<file path="src/rtl/edsac_mem_pkg.sv">
// Shared definitions for the EDSAC delay-line tank bank: default geometry,
// access FSM state encoding and the tank length helper.
package edsac_mem_pkg;

  localparam int unsigned DefNumTanks = 4;
  localparam int unsigned DefWords    = 32;
  localparam int unsigned DefWordBits = 18;

  typedef enum logic [1:0] {
    StIdle,
    StWait,
    StXfer,
    StDone
  } tank_state_e;

  // Total digit positions circulating in one tank.
  function automatic int unsigned tank_bits(input int unsigned words,
                                            input int unsigned word_bits);
    return words * word_bits;
  endfunction

endpackage

</file>
<file path="src/rtl/edsac_tank.sv">
// One recirculating serial delay line. The head bit leaves every cycle and a
// new tail bit enters: zero while clearing, write data while writing, else the
// head recirculates. Optional raw contents port when EDSAC_MONITOR_EN is defined.
module edsac_tank #(
  parameter int unsigned TANK_BITS = 576
) (
  input  logic                 clk,
  input  logic                 tn_rst,
  input  logic                 clr,
  input  logic                 wr_en,
  input  logic                 din,
  output logic                 head
`ifdef EDSAC_MONITOR_EN
  ,
  output logic [TANK_BITS-1:0] contents
`endif
);

  logic [TANK_BITS-1:0] bits_q, bits_d;
  logic                 tail;

  // Tail selection: clear beats write beats recirculation.
  always_comb begin
    tail = bits_q[0];
    if (clr) begin
      tail = 1'b0;
    end else if (wr_en) begin
      tail = din;
    end
    bits_d = {tail, bits_q[TANK_BITS-1:1]};
  end

  // Shift the whole line one position every cycle.
  always_ff @(posedge clk or negedge tn_rst) begin
    if (!tn_rst) begin
      bits_q <= '0;
    end else begin
      bits_q <= bits_d;
    end
  end

  assign head = bits_q[0];
`ifdef EDSAC_MONITOR_EN
  assign contents = bits_q;
`endif

endmodule

</file>
<file path="src/rtl/edsac_tank_bank.sv">
// Bank of NUM_TANKS recirculating tanks sharing one digit/minor-cycle counter.
// A req/ack FSM waits for the addressed word to reach the heads, then moves it
// serially (LSB first) on mib/mob for WORD_BITS cycles.
// Build option EDSAC_MONITOR_EN exposes the raw tank contents on 'monitor'.
module edsac_tank_bank
  import edsac_mem_pkg::*;
#(
  parameter int unsigned NUM_TANKS = DefNumTanks,
  parameter int unsigned WORDS     = DefWords,
  parameter int unsigned WORD_BITS = DefWordBits,
  parameter int unsigned TANK_W    = (NUM_TANKS > 1) ? $clog2(NUM_TANKS) : 1,
  parameter int unsigned WORD_W    = $clog2(WORDS),
  parameter int unsigned DIG_W     = $clog2(WORD_BITS)
) (
  input  logic                     clk,
  input  logic                     tn_rst,
  input  logic                     tn_clr,
  input  logic                     acc_req,
  input  logic                     acc_wr,
  input  logic [TANK_W+WORD_W-1:0] acc_addr,
  input  logic                     mib,
  output logic                     mob,
  output logic                     xfer,
  output logic [DIG_W-1:0]         dig,
  output logic                     acc_ack
`ifdef EDSAC_MONITOR_EN
  ,
  output logic [NUM_TANKS*WORDS*WORD_BITS-1:0] monitor
`endif
);

  localparam int unsigned TANK_BITS = tank_bits(WORDS, WORD_BITS);
  localparam int unsigned ADDR_W    = TANK_W + WORD_W;

  logic [DIG_W-1:0]     dig_q, dig_d;
  logic [WORD_W-1:0]    minor_q, minor_d;
  tank_state_e          state_q, state_d;
  logic                 wr_q, wr_d;
  logic [TANK_W-1:0]    tank_q, tank_d;
  logic [WORD_W-1:0]    word_q, word_d;
  logic                 dig_last;
  logic                 clr_en;
  logic                 head_sel;
  logic [NUM_TANKS-1:0] head;
  logic [NUM_TANKS-1:0] wr_en;

  // Free-running digit / minor-cycle counter, next value.
  always_comb begin
    dig_last = (dig_q == DIG_W'(WORD_BITS - 1));
    dig_d    = dig_last ? '0 : dig_q + 1'b1;
    minor_d  = minor_q;
    if (dig_last) begin
      minor_d = (minor_q == WORD_W'(WORDS - 1)) ? '0 : minor_q + 1'b1;
    end
  end

  // Access FSM next state. Entry to XFER is decided from the next counter value
  // so that the first XFER cycle coincides with digit 0 of the addressed word.
  always_comb begin
    state_d = state_q;
    wr_d    = wr_q;
    tank_d  = tank_q;
    word_d  = word_q;
    unique case (state_q)
      StIdle: begin
        if (acc_req) begin
          wr_d    = acc_wr;
          tank_d  = acc_addr[ADDR_W-1:WORD_W];
          word_d  = acc_addr[WORD_W-1:0];
          state_d = (minor_d == acc_addr[WORD_W-1:0] && dig_d == '0) ? StXfer : StWait;
        end
      end
      StWait: begin
        if (minor_d == word_q && dig_d == '0) begin
          state_d = StXfer;
        end
      end
      StXfer: begin
        if (dig_last) begin
          state_d = StDone;
        end
      end
      StDone: begin
        state_d = StIdle;
      end
      default: begin
        state_d = StIdle;
      end
    endcase
  end

  // Timing counter registers.
  always_ff @(posedge clk or negedge tn_rst) begin
    if (!tn_rst) begin
      dig_q   <= '0;
      minor_q <= '0;
    end else begin
      dig_q   <= dig_d;
      minor_q <= minor_d;
    end
  end

  // FSM state and latched request.
  always_ff @(posedge clk or negedge tn_rst) begin
    if (!tn_rst) begin
      state_q <= StIdle;
      wr_q    <= 1'b0;
      tank_q  <= '0;
      word_q  <= '0;
    end else begin
      state_q <= state_d;
      wr_q    <= wr_d;
      tank_q  <= tank_d;
      word_q  <= word_d;
    end
  end

  // Per-tank write gating and head select; an out-of-range tank matches none.
  always_comb begin
    head_sel = 1'b0;
    wr_en    = '0;
    for (int t = 0; t < NUM_TANKS; t++) begin
      if (tank_q == TANK_W'(t)) begin
        head_sel = head[t];
        wr_en[t] = (state_q == StXfer) && wr_q;
      end
    end
  end

  assign clr_en  = ~tn_clr;
  assign xfer    = (state_q == StXfer);
  assign acc_ack = (state_q == StDone);
  assign mob     = head_sel & xfer & ~wr_q;
  assign dig     = dig_q;

  for (genvar g = 0; g < NUM_TANKS; g++) begin : g_tank
    edsac_tank #(
      .TANK_BITS(TANK_BITS)
    ) u_tank (
      .clk     (clk),
      .tn_rst  (tn_rst),
      .clr     (clr_en),
      .wr_en   (wr_en[g]),
      .din     (mib),
      .head    (head[g])
`ifdef EDSAC_MONITOR_EN
      ,
      .contents(monitor[g*TANK_BITS +: TANK_BITS])
`endif
    );
  end

endmodule

</file>
<file path="config.mk">
export PLATFORM = sky130hd
export DESIGN_NAME = edsac_tank_bank
export DESIGN_NICKNAME = d
export VERILOG_FILES = /design/src/rtl/edsac_mem_pkg.sv /design/src/rtl/edsac_tank.sv /design/src/rtl/edsac_tank_bank.sv
export SDC_FILE = /design/constraint.sdc
export NUM_CORES = 1
export LEC_CHECK = 0
export BUFFER_PORTS_ARGS = -buffer_cell sky130_fd_sc_hd__buf_2
export CAP_MARGIN = 10
export CORE_ASPECT_RATIO = 0.9
export CORE_MARGIN = 5
export CORE_UTILIZATION = 23
export DETAILED_ROUTE_END_ITERATION = 6
export PLACE_DENSITY_LB_ADDON = 0.25
export SYNTH_ARGS = -nofsm -noshare
export SYNTH_HDL_FRONTEND = slang
export SYNTH_SLANG_ARGS = --single-unit
</file>
<file path="constraint.sdc">
create_clock -name clk -period 7.8 [get_ports clk]
set_clock_uncertainty 0.15 [all_clocks]
set_input_delay 1.17 -clock clk [delete_from_list [all_inputs] [get_ports clk]]
set_output_delay 1.17 -clock clk [all_outputs]
set_load 0.02 [all_outputs]
</file>
==> qor.log <==
[finish] area of the multi-input gates 828 µm²
[clocking] clock insertion delay at the later pin of the skew report 0.81 ns
[timing] count of endpoints failing hold in the final timing report 0
[worst_setup_path] CP endpoint kind primary output
[job] number of violations of the max-capacitance limit 0
[timing] Slew Viols, Final 0
[yosys] proportion of register bits with asynchronous set or reset after synthesis 100%
[clocking] number of buffers inserted by post-CTS setup repair 0
[route] drt drc 0
[grt] overflow left after global routing 0
[yosys] synthesized area per cell 24.2 µm²
[pwr] power density over cell area 324 nW/µm²
[clocking] cell at the root of the clock tree sky130_fd_sc_hd__clkbuf_16
[clocking] total of hold buffers inserted after clock tree synthesis 0
[grt] number of global-route vias before repair 22.2k
[route] drt pass-1 iters 4
[worst_setup_path] Worst Path Max Fanout 6
[place] number of instances in the placed design 5,860
[timing] Least-Margin Pin Slew 1.18 ns
[timing] number of failing setup endpoints in the final timing report 0
[yosys] combined area of all synthesized cells 59,100 µm²
[worst_hold_path] kind of path behind the tightest hold check flop to flop
[timing] Final Critical Period 3.76 ns
[timing] aggregate negative setup slack 0 ns
[worst_setup_path] Arrival @ worst endpoint 2.44 ns
[finish] area used by sequential logic in the layout 58,200 µm²
[pwr] total internal power 18,400 µW
[timing] RSZ-0062 raised after global routing no
[floorplan] number of placement rows 176
[yosys] number of distinct library cells after synthesis 48
[finish] Layout Area Growth over Synthesis 20.5%
[timing] ratio of final minimum period to clock period 48.2%
[grt] global-route wire length before repair 124,000 µm
[route] aggregate routed wire length 71,000 µm
[pwr] Switching Share 20.2%
[floorplan] core outline area 256,000 µm²
[place] count of input and output buffers 20
[grt] largest net degree at the start of global routing 213
[clocking] clock net sink count 2,324
[floorplan] starting density of the core 23.1%
[finish] final net count 2,726
[pwr] part of the power in the clock network 45.8%
[worst_setup_path] Max stage delay cell, worst path sky130_fd_sc_hd__a2111oi_0
[worst_setup_path] class of the most critical setup path flop to primary output
[floorplan] die area 267,000 µm²
[yosys] cell type contributing the most total cell area after synthesis sky130_fd_sc_hd__dfrtp_1
[clocking] maximum number of buffers from clock root to sink 3
[yosys] top cell type's share of synthesized area 98.5%
[clocking] CTS tree yes
[clocking] depth of the CTS H-tree 4
[yosys] Area contributors post-synth sky130_fd_sc_hd__dfrtp_1, sky130_fd_sc_hd__ha_1, sky130_fd_sc_hd__mux2_2
[timing] slew margin rel. 21.6%
[worst_setup_path] Worst path most repeated cell sky130_fd_sc_hd__inv_1
[clocking] cts repair resizes 0
[yosys] Syn Nets 2,463
[route] count of nets left with antenna violations after detail routing 0
[worst_setup_path] data required time of the critical path 6.48 ns
[route] via/cell ratio 3.13
[floorplan] horizontal die dimension 544 µm
[floorplan] io pins 21
[grt] initial antenna violation count 4
[finish] filler-free cell count of the finished design 6,269
[place] dpl hpwl 28,700 µm
[place] placer's final routability congestion estimate 0.660
[yosys] Yosys reg bits 2,324
[worst_setup_path] slack of the worst reg-to-reg path 4.57 ns
[route] via total after detailed routing 19.6k
[route] iteration-0 DRC count of the detailed router 1,288
[clocking] Clk pin slew, worst setup/hold paths 0.06 ns
[yosys] number of synthesized flops with an enable pin 0
[pwr] combinational power share 1.6%
[pwr] proportion of power drawn by flip-flops and latches 52.6%
[yosys] share of synthesized area occupied by flip-flops and latches 98.5%
[pwr] Pleak 0.0367 µW
[timing] max frequency 266 MHz
[finish] final core utilization 27.8%
[finish] number of filler cells placed in the layout 25.0k
[finish] layout cells sized above 1 14.0%
[clocking] Inserted Clock Buffers 224
[route] routed wire length per instance 11.3 µm
[yosys] most used flip-flop cell after synthesis sky130_fd_sc_hd__dfrtp_1
[grt] gr usage total 5.63%
[pwr] power dissipated by switching net loads 4660 µW
[yosys] number of warnings printed during yosys synthesis 0
[status] run status finished, final reports clean
[worst_setup_path] critical path startpoint category flop
[worst_setup_path] max incr delay on CP 0.45 ns
[worst_setup_path] worst path cell trace inv_1 > ha_1 > inv_1 > a2111oi_0 > buf_2
[pwr] Max rail drop VDD 182 µV
[yosys] number of instances in the synthesized netlist 2,441
[floorplan] floorplan die height 491 µm
## final cells by class
class                      instances  share of cell area (%)
multi-input combinational        101                    1.16
timing repair buffer              43                   0.615
clock inverter                    69                    1.22
antenna                            2                 0.00703
clock buffer                     338                    9.27
sequential                      2324                    81.7
tap                             3382                    5.95
inverter                          10                  0.0528
## cells by family (layout without fill, tap and decap cells)
logic type               Yosys count  after routing  share of synthesized area, %
AND/OR/NAND/NOR                   42             42                         0.409
multiplexers                      15             15                         0.280
XOR/XNOR                           8              8                         0.119
other                              0              2                             0
buffers and inverters             16            460                         0.123
flip-flops                      2324           2324                          98.5
adder cells (fa/ha/maj)            9              9                         0.191
AO/OA/AOI/OAI                     27             27                         0.405
## metrics by stage
stage          power [µW]  hold WS (ns)  setup WS, ns  cell area [µm²]
6_report            23100         0.177          4.04            71200
2_1_floorplan       12500         0.181          4.51            59100
3_3_place_gp        12700         0.181          4.47            63700
4_1_cts             23600         0.169          3.98            71200
3_5_place_dp        12700         0.185          4.45            63700
5_1_grt             24200         0.170          3.92            71200
## cell usage in the layout (no fill, tap or decap), types with 4 or more instances in the layout
| cell | synthesis | final |
|---|---|---|
| sky130_fd_sc_hd__nor2b_1 | 8 | 8 |
| sky130_fd_sc_hd__mux2i_1 | 6 | 6 |
| sky130_fd_sc_hd__clkinv_16 | 0 | 4 |
| sky130_fd_sc_hd__clkinvlp_4 | 0 | 7 |
| sky130_fd_sc_hd__clkbuf_1 | 3 | 59 |
| sky130_fd_sc_hd__clkbuf_16 | 0 | 225 |
| sky130_fd_sc_hd__nand2_1 | 6 | 6 |
| sky130_fd_sc_hd__xnor2_1 | 6 | 6 |
| sky130_fd_sc_hd__inv_6 | 0 | 6 |
| sky130_fd_sc_hd__inv_1 | 10 | 10 |
| sky130_fd_sc_hd__buf_2 | 1 | 19 |
| sky130_fd_sc_hd__buf_4 | 1 | 11 |
| sky130_fd_sc_hd__clkbuf_8 | 0 | 54 |
| sky130_fd_sc_hd__nand3_1 | 4 | 4 |
| sky130_fd_sc_hd__clkinv_8 | 0 | 5 |
| sky130_fd_sc_hd__dfrtp_1 | 2324 | 2324 |
| sky130_fd_sc_hd__nor2_1 | 8 | 8 |
| sky130_fd_sc_hd__clkinv_2 | 0 | 32 |
| sky130_fd_sc_hd__buf_12 | 0 | 13 |
| sky130_fd_sc_hd__mux2_2 | 7 | 7 |
| sky130_fd_sc_hd__bufinv_16 | 0 | 12 |
| sky130_fd_sc_hd__ha_1 | 9 | 9 |
| sky130_fd_sc_hd__a21oi_1 | 4 | 4 |
## worst max-delay path: cells and delay by family (launching register included)
family,cells,cell delay [ns]
AOI/OAI and AO/OA,1,0.45
buffers and inverters,3,0.51
adders and majority gates,1,0.30
DFF,1,0.40
## flip-flops by register name, indices dropped and copies added, names as in the netlist
| register | count |
|---|---|
| minor_q | 5 |
| dig | 5 |
| word_q | 5 |
| g_tank.u_tank.bits_q | 2304 |
| wr_q | 1 |
| state_q | 2 |
| tank_q | 2 |
## routing by layer
layer | vias to the layer above | global-route usage [%] | part of all wire, %
li1 | 8184 | - | -
met3 | 230 | 1.94 | 5.2
met2 | 289 | 6.78 | 37
met5 | - | 0 | 0
met4 | 0 | 2.48 | 3.7
met1 | 10900 | 8.82 | 54
## cell usage after synthesis, types with 2 or more instances
cell	number
sky130_fd_sc_hd__mux2_2	7
sky130_fd_sc_hd__a211oi_1	2
sky130_fd_sc_hd__o21ai_0	2
sky130_fd_sc_hd__mux2i_1	6
sky130_fd_sc_hd__dfrtp_1	2324
sky130_fd_sc_hd__xnor2_1	6
sky130_fd_sc_hd__a31oi_1	2
sky130_fd_sc_hd__nand2b_1	2
sky130_fd_sc_hd__o32ai_1	2
sky130_fd_sc_hd__nor3_1	2
sky130_fd_sc_hd__nor2_1	8
sky130_fd_sc_hd__nor3b_1	2
sky130_fd_sc_hd__a21oi_1	4
sky130_fd_sc_hd__a21o_1	2
sky130_fd_sc_hd__ha_1	9
sky130_fd_sc_hd__nor2b_1	8
sky130_fd_sc_hd__xor2_1	2
sky130_fd_sc_hd__o221ai_1	2
sky130_fd_sc_hd__clkbuf_1	3
sky130_fd_sc_hd__nand2_1	6
sky130_fd_sc_hd__inv_1	10
sky130_fd_sc_hd__nand3_1	4
## power groups by stage
stage / Clock, µW / Combinational, µW / Sequential, µW
4_1_cts: 11100 / 394 / 12100
3_3_place_gp: 0 / 386 / 12300
5_1_grt: 11600 / 448 / 12100
6_report: 10600 / 370 / 12100
3_5_place_dp: 0 / 395 / 12300
2_1_floorplan: 0 / 115 / 12300
## final timing paths
kind                                              startpoint                      endpoint  depth (start not counted)
worst max-delay path                              state_q[0]                           mob                          5
worst min-delay path            g_tank[3].u_tank.bits_q[515]  g_tank[3].u_tank.bits_q[514]                          0
worst max register to register                        dig[0]                    state_q[0]                          6
worst min register to register  g_tank[3].u_tank.bits_q[515]  g_tank[3].u_tank.bits_q[514]                          0
max in group asynchronous                             tn_rst  g_tank[3].u_tank.bits_q[243]                          3
min in group asynchronous                             tn_rst   g_tank[2].u_tank.bits_q[92]                          1
No activity file was read; power rests on OpenSTA's default activity.
